$ cat config.mk
export PLATFORM = sky130hd
export DESIGN_NAME = slink_ch_train_ctrl
export DESIGN_NICKNAME = d
export VERILOG_FILES = /design/src/rtl/slink_ch_train_ctrl.sv
export SDC_FILE = /design/constraint.sdc
export NUM_CORES = 1
export LEC_CHECK = 0
export BUFFER_PORTS_ARGS = -buffer_cell sky130_fd_sc_hd__buf_2
export CORE_AREA = 2 2 459 461
export CTS_CLUSTER_SIZE = 10
export DETAILED_ROUTE_END_ITERATION = 8
export DIE_AREA = 0 0 461 463
export GPL_ROUTABILITY_DRIVEN = 0
export SLEW_MARGIN = 20
export SYNTH_ARGS = -nofsm -noshare
export SYNTH_HDL_FRONTEND = slang
export SYNTH_SLANG_ARGS = --single-unit
$ cat constraint.sdc
create_clock -name clk_i -period 11.4 [get_ports clk_i]
set_input_delay 0.57 -clock clk_i [delete_from_list [all_inputs] [get_ports clk_i]]
set_output_delay 0.57 -clock clk_i [all_outputs]
set_load 0.1 [all_outputs]
$ cat src/rtl/slink_ch_train_ctrl.sv
// Link-training controller for slink_ch_alloc: sends a known per-channel pattern in bypass,
// scores every RX channel, then programs the good-channel mask and leaves bypass.
module slink_ch_train_ctrl #(
  parameter int NumChannels   = 32,
  parameter int ElemWidth     = 16,
  parameter int NumTrainWords = 16,
  parameter int TimeoutCycles = 1024,
  parameter int MinChannels   = 1
) (
  input  logic                             clk_i,
  input  logic                             rst_ni,
  input  logic                             start_i,
  input  logic                             abort_i,
  output logic                             busy_o,
  output logic                             done_o,
  output logic                             fail_o,
  output logic [NumChannels-1:0]           good_mask_o,
  output logic                             cfg_tx_clear_o,
  output logic                             cfg_rx_clear_o,
  output logic [NumChannels-1:0]           cfg_channel_en_o,
  output logic                             cfg_bypass_en_o,
  output logic                             train_active_o,
  output logic [NumChannels*ElemWidth-1:0] train_data_o,
  output logic                             train_valid_o,
  input  logic                             train_ready_i,
  input  logic [NumChannels*ElemWidth-1:0] rx_data_i,
  input  logic [NumChannels-1:0]           rx_valid_i,
  output logic [NumChannels-1:0]           rx_ready_o
);

  localparam int CntW = 9;
  localparam int TmrW = $clog2(TimeoutCycles + 1);
  localparam int PopW = $clog2(NumChannels + 1);
  localparam logic [CntW-1:0] LastWord = CntW'(NumTrainWords - 1);
  localparam logic [CntW-1:0] NumWords = CntW'(NumTrainWords);
  localparam logic [TmrW-1:0] TmrLast  = TmrW'(TimeoutCycles - 1);
  localparam logic [PopW-1:0] MinGood  = PopW'(MinChannels);

  typedef enum logic [2:0] {
    S_IDLE, S_CLEAR, S_SEND, S_WAIT_RX, S_EVAL, S_APPLY, S_DONE, S_FAIL
  } state_e;

  state_e                           r_state, w_nxt;
  logic [CntW-1:0]                  r_k;
  logic [TmrW-1:0]                  r_tmr;
  logic [CntW-1:0]                  r_rx_cnt [NumChannels];
  logic [NumChannels-1:0]           r_pass, r_good_mask, r_channel_en, r_rx_ready;
  logic                             r_busy, r_done, r_fail, r_clear, r_bypass;
  logic [NumChannels-1:0]           w_good, w_rx_hit, w_rx_match, w_rx_full;
  logic [NumChannels*ElemWidth-1:0] w_train_data;
  logic                             w_busy_state, w_abort, w_hs, w_all_rx, w_timeout;
  logic [PopW-1:0]                  w_pop;

  // Pattern word k on channel ch: {ch[7:0], k[7:0]} zero-extended to ElemWidth.
  function automatic logic [ElemWidth-1:0] exp_word(input int unsigned ch, input logic [CntW-1:0] idx);
    logic [ElemWidth-1:0] w;
    w       = '0;
    w[15:0] = {ch[7:0], idx[7:0]};
    return w;
  endfunction

  function automatic logic [PopW-1:0] popcount(input logic [NumChannels-1:0] v);
    logic [PopW-1:0] c;
    c = '0;
    for (int i = 0; i < NumChannels; i++) c = c + PopW'(v[i]);
    return c;
  endfunction

  // Per-channel pattern generation and RX scoring.
  always_comb begin
    w_all_rx     = 1'b1;
    w_good       = '0;
    w_rx_hit     = '0;
    w_rx_match   = '0;
    w_rx_full    = '0;
    w_train_data = '0;
    for (int i = 0; i < NumChannels; i++) begin
      w_rx_full[i]  = (r_rx_cnt[i] == NumWords);
      w_rx_hit[i]   = rx_valid_i[i] & r_rx_ready[i];
      w_rx_match[i] = (rx_data_i[i*ElemWidth +: ElemWidth] == exp_word(i, r_rx_cnt[i]));
      w_good[i]     = r_pass[i] & w_rx_full[i];
      w_train_data[i*ElemWidth +: ElemWidth] = exp_word(i, r_k);
      w_all_rx      = w_all_rx & w_rx_full[i];
    end
  end

  assign w_busy_state = (r_state != S_IDLE) && (r_state != S_DONE) && (r_state != S_FAIL);
  assign w_abort      = abort_i & w_busy_state;
  assign w_hs         = (r_state == S_SEND) & train_ready_i;
  assign w_timeout    = (r_tmr == TmrLast);
  assign w_pop        = popcount(w_good);

  // Next-state decode; abort from any busy state wins over everything else.
  always_comb begin
    w_nxt = r_state;
    if (w_abort) begin
      w_nxt = S_IDLE;
    end else begin
      case (r_state)
        S_IDLE, S_DONE, S_FAIL: begin
          if (start_i && !abort_i) w_nxt = S_CLEAR;
          else                     w_nxt = r_state;
        end
        S_CLEAR: w_nxt = S_SEND;
        S_SEND: begin
          if (w_timeout)                   w_nxt = S_EVAL;
          else if (w_hs && r_k == LastWord) w_nxt = S_WAIT_RX;
          else                             w_nxt = S_SEND;
        end
        S_WAIT_RX: begin
          if (w_timeout || w_all_rx) w_nxt = S_EVAL;
          else                       w_nxt = S_WAIT_RX;
        end
        S_EVAL: begin
          if (w_pop >= MinGood) w_nxt = S_APPLY;
          else                  w_nxt = S_FAIL;
        end
        S_APPLY: w_nxt = S_DONE;
        default: w_nxt = S_IDLE;
      endcase
    end
  end

  // State register and registered control outputs, all decoded from the next state.
  always_ff @(posedge clk_i or negedge rst_ni) begin
    if (!rst_ni) begin
      r_state      <= S_IDLE;
      r_busy       <= 1'b0;
      r_done       <= 1'b0;
      r_fail       <= 1'b0;
      r_clear      <= 1'b0;
      r_bypass     <= 1'b1;
      r_channel_en <= '1;
      r_rx_ready   <= '0;
      r_good_mask  <= '0;
    end else begin
      r_state    <= w_nxt;
      r_busy     <= (w_nxt != S_IDLE) && (w_nxt != S_DONE) && (w_nxt != S_FAIL);
      r_done     <= (w_nxt == S_DONE);
      r_fail     <= (w_nxt == S_FAIL);
      r_clear    <= w_abort || (w_nxt == S_CLEAR) || (w_nxt == S_APPLY);
      r_bypass   <= (w_nxt != S_DONE);
      r_rx_ready <= ((w_nxt == S_SEND) || (w_nxt == S_WAIT_RX)) ? '1 : '0;
      // The trained mask is only live while DONE; every other state runs all channels in bypass.
      if (w_nxt != S_DONE)       r_channel_en <= '1;
      else if (r_state == S_APPLY) r_channel_en <= r_good_mask;
      if (r_state == S_EVAL) r_good_mask <= w_good;
    end
  end

  // TX word index, timeout counter and per-channel RX scoreboard.
  always_ff @(posedge clk_i or negedge rst_ni) begin
    if (!rst_ni) begin
      r_k    <= '0;
      r_tmr  <= '0;
      r_pass <= '0;
      for (int i = 0; i < NumChannels; i++) r_rx_cnt[i] <= '0;
    end else if (r_state == S_CLEAR) begin
      r_k    <= '0;
      r_tmr  <= '0;
      r_pass <= '1;
      for (int i = 0; i < NumChannels; i++) r_rx_cnt[i] <= '0;
    end else begin
      if (w_hs) r_k <= r_k + CntW'(1);
      if ((r_state == S_SEND) || (r_state == S_WAIT_RX)) r_tmr <= r_tmr + TmrW'(1);
      for (int i = 0; i < NumChannels; i++) begin
        if (w_rx_hit[i]) begin
          if (w_rx_full[i]) begin
            r_pass[i] <= 1'b0;
          end else begin
            if (!w_rx_match[i]) r_pass[i] <= 1'b0;
            r_rx_cnt[i] <= r_rx_cnt[i] + CntW'(1);
          end
        end
      end
    end
  end

  assign busy_o           = r_busy;
  assign train_active_o   = r_busy;
  assign done_o           = r_done;
  assign fail_o           = r_fail;
  assign good_mask_o      = r_good_mask;
  assign cfg_tx_clear_o   = r_clear;
  assign cfg_rx_clear_o   = r_clear;
  assign cfg_channel_en_o = r_channel_en;
  assign cfg_bypass_en_o  = r_bypass;
  assign rx_ready_o       = r_rx_ready;
  assign train_valid_o    = (r_state == S_SEND);
  assign train_data_o     = w_train_data;

endmodule

==> impl_metrics.tcl <==
set metrics [dict create \
    clock_skew_ns 0.0389 \
    pin_count 1165 \
    layout-drive-gt1-share 0.295 \
    numCtsBuffers 57 \
    synthSimpleGateAreaFrac 0.221 \
    nets 4471 \
    cp-start-kind "flop" \
    p_leak_uw 0.0165 \
    path_clk_slew_ns 0.06 \
    post_cts_resize_count 0 \
    syn_to_final_growth_pct 24.6 \
    antenna_left 0 \
    final_util 0.172 \
    cp_slowest_cell "nor4b_1" \
    multiInputGateArea_um2 14800 \
    synth_top_family_by_area "simple AND/OR/NAND/NOR gates" \
    endpoint_kind "flop" \
    first_pass_iters 6 \
    r2r_cells 24 \
    via_per_inst 3.62 \
    first_global_vias 23200 \
    core-area_um2 209000 \
    clockRootBuffer "clkbuf_16" \
    synth_mux_area_frac 0.0161 \
    initial_core_util 0.138 \
    cp_max_fo 34 \
    grt_usage 0.110 \
    rsz0062_at_grt "false" \
    drt-initial-drc-count 1453 \
    status "finished, final reports clean" \
    tritoncts "built" \
    grt_pass1_wl_um 168000 \
    power.total_uw 9410 \
    dieArea_um2 213000 \
    synthesis.instances 3184 \
    seq_area_frac_synth 0.361 \
    min_path_type "in -> reg" \
    cp_top_family "adder cells" \
    cp_slowest_stage_delay_ns 0.60 \
    holdPathStages 4 \
    path_class "reg -> reg" \
    syn_area_um2 28800 \
    cp.arrival_ns 7.66 \
    synthArstFlopShare 1.00 \
    synth_compound_area_frac 0.0456 \
    rows 168 \
    tns_ns 0 \
    p_per_area_nw_per_um2 262 \
    post-route-drc-count 0 \
    cp_cell_sequence "inv_1 > ha_1 > nor4b_1 > and2_1 > nand2_1 > fa_1 > fa_1 > inv_1 > fa_1 > inv_1 > fa_1 > fa_1 > fa_1 > inv_1 > ha_1 > fa_1 > nor2_1 > nand4b_1 > o22ai_1 > a21o_1 > a21oi_2 > nor3b_4 > buf_4 > nand4_1" \
    die_h_um 463 \
    clock_sinks 413 \
    regArea_um2 10400 \
    clock_tree.buffer_depth 3 \
    die_x_um 461 \
    fmax_mhz 140 \
    yosysUniqueCellTypes 54 \
    nFillCells 23400 \
    tightest_slew_ns 1.13 \
    wl_um 122000 \
    grt_max_degree 171 \
    cp.depth 24 \
    grt_antenna_before_repair 57 \
    slew_violations 0 \
    gr-total-overflow 0 \
    crit_required_ns 11.93 \
    ys_seq_elements 413 \
    vias 24200 \
    crit_top_cell "fa_1" \
    irDropWorstVdd_uv 500 \
    dp_hpwl_um 98100 \
    synth-xor-area-share 0.143 \
    setup_viol 0 \
    synthFlopType "dfrtp_1" \
    hold_violations 0 \
    min_period_ns 7.13 \
    slew_headroom 0.234 \
    synth-edff-count 0 \
    port_buffers 908 \
    fin_crit_sh 0.625 \
    post_drt_wl_per_cell_um 18.3 \
    path_buf_inv 5 \
    cts_htree_levels 2 \
    synthAdderAreaFrac 0.0484 \
    synth_area_per_cell_um2 9.04 \
    ys_warn_count 0 \
    maxCapViolations 0 \
    clk_latency_ns 0.68 \
]
==> what timing repair did <==
action	in CTS	in global routing
hold buffers	1	0
setup buffers	0	0
hold endpoints to repair	63	0
==> final cells by class <==
cell class | count | share of cell area
Antenna cell | 21 | 0.00147
Clock buffer | 88 | 0.0464
Clock inverter | 17 | 0.00604
Inverter | 92 | 0.00963
Multi-Input combinational cell | 2314 | 0.413
Sequential cell | 413 | 0.290
Tap cell | 2805 | 0.0979
Timing Repair Buffer | 947 | 0.136
==> power breakdown <==
group	switching, uW	leakage [uW]	internal (uW)
clock network	769	0.000911	1070
logic	3980	0.0102	1090
registers	691	0.00536	1820
==> sequential cells by signal (all words and copies together), names as in the netlist <==
register / count
r_rx_cnt: 288
cfg_channel_en_o: 32
good_mask_o: 32
r_pass: 32
r_tmr: 11
r_k: 9
r_state: 3
busy_o: 1
cfg_bypass_en_o: 1
cfg_rx_clear_o: 1
done_o: 1
fail_o: 1
rx_ready_o: 1
==> layer usage <==
layer,vias to the layer above,routed length (um),global-route usage
met4,16,6280,0.0538
met1,11700,46400,0.123
met3,233,7290,0.0223
met5,-,98,0
met2,1042,62300,0.196
li1,11200,-,-
==> synth_stat cells (all sizes together) (48+ instances only) <==
cell      n  area [um^2]
ha       73          913
clkbuf   60          225
nand2   337         1260
dfrtp   380         9510
or3      57          357
nor2    304         1140
inv      92          345
a21oi    73          369
nor4b    86          860
xnor2   296         2590
buf     559         4190
nand3    49          245
and3     48          300
nor4     50          332
nand4   176         1100
xor2    174         1520
o21ai   116          581
and2     56          350
==> cells by family after synthesis <==
logic type,count (synthesis)
AO/OA/AOI/OAI,236
XOR/XNOR,470
adder cells (fa/ha/maj),97
buffers and inverters,711
flip-flops,413
multiplexers,44
other,2
AND/OR/NAND/NOR,1211
==> worst register-to-register path: stages, from the launching register on <==
cell and delay (ns):
dfrtp_1 0.44, inv_1 0.09, ha_1 0.13, nor4b_1 0.61
and2_1 0.27, nand2_1 0.16, fa_1 0.53, fa_1 0.50
inv_1 0.05, fa_1 0.49, inv_1 0.05, fa_1 0.47
fa_1 0.49, fa_1 0.49, inv_1 0.05, ha_1 0.20
fa_1 0.44, nor2_1 0.09, nand4b_1 0.12, o22ai_1 0.22
a21o_1 0.17, a21oi_2 0.06, nor3b_4 0.19, buf_4 0.49
nand4_1 0.21
==> path summary, 6_finish.rpt <==
path	start	to	slack, ns
worst max-delay path	r_rx_cnt[72]	cfg_channel_en_o[2]	4.27
worst min-delay path	rx_valid_i[0]	r_pass[0]	0.24
worst max register to register	r_rx_cnt[72]	cfg_channel_en_o[2]	4.27
worst min register to register	r_pass[0]	r_pass[0]	0.50
max in group asynchronous	rst_ni	r_rx_cnt[3]	9.08
min in group asynchronous	rst_ni	r_rx_cnt[168]	0.42
==> per-stage QoR <==
step / cell area [um^2] / hold WS [ns] / worst slack [ns] / cells
global route: 35800 / 0.223 / 3.92 / 6688
finish: 35900 / 0.236 / 4.27 / 6697
detailed placement: 33900 / 0.495 / 4.24 / 6570
floorplan: 29700 / 0.274 / 5.37 / 3438
CTS: 35800 / 0.129 / 4.23 / 6676
global placement: 33900 / 0.492 / 4.34 / 6570
==> placed cells by master (no fill, tap or decap), drive strengths merged, types with 29 or more instances in the layout <==
cell type  instances
conb             256
dfstp             33
nand3             49
xor2             174
inv               97
xnor2            296
buf              946
dfrtp            380
a21oi             73
or3               57
nand4            176
nor4b             86
ha                73
and2              56
nor2             304
nor4              50
nand2            337
clkbuf            88
o21ai            116
and3              48
a21boi            29
Note: power is estimated with default switching activity, not from simulation.
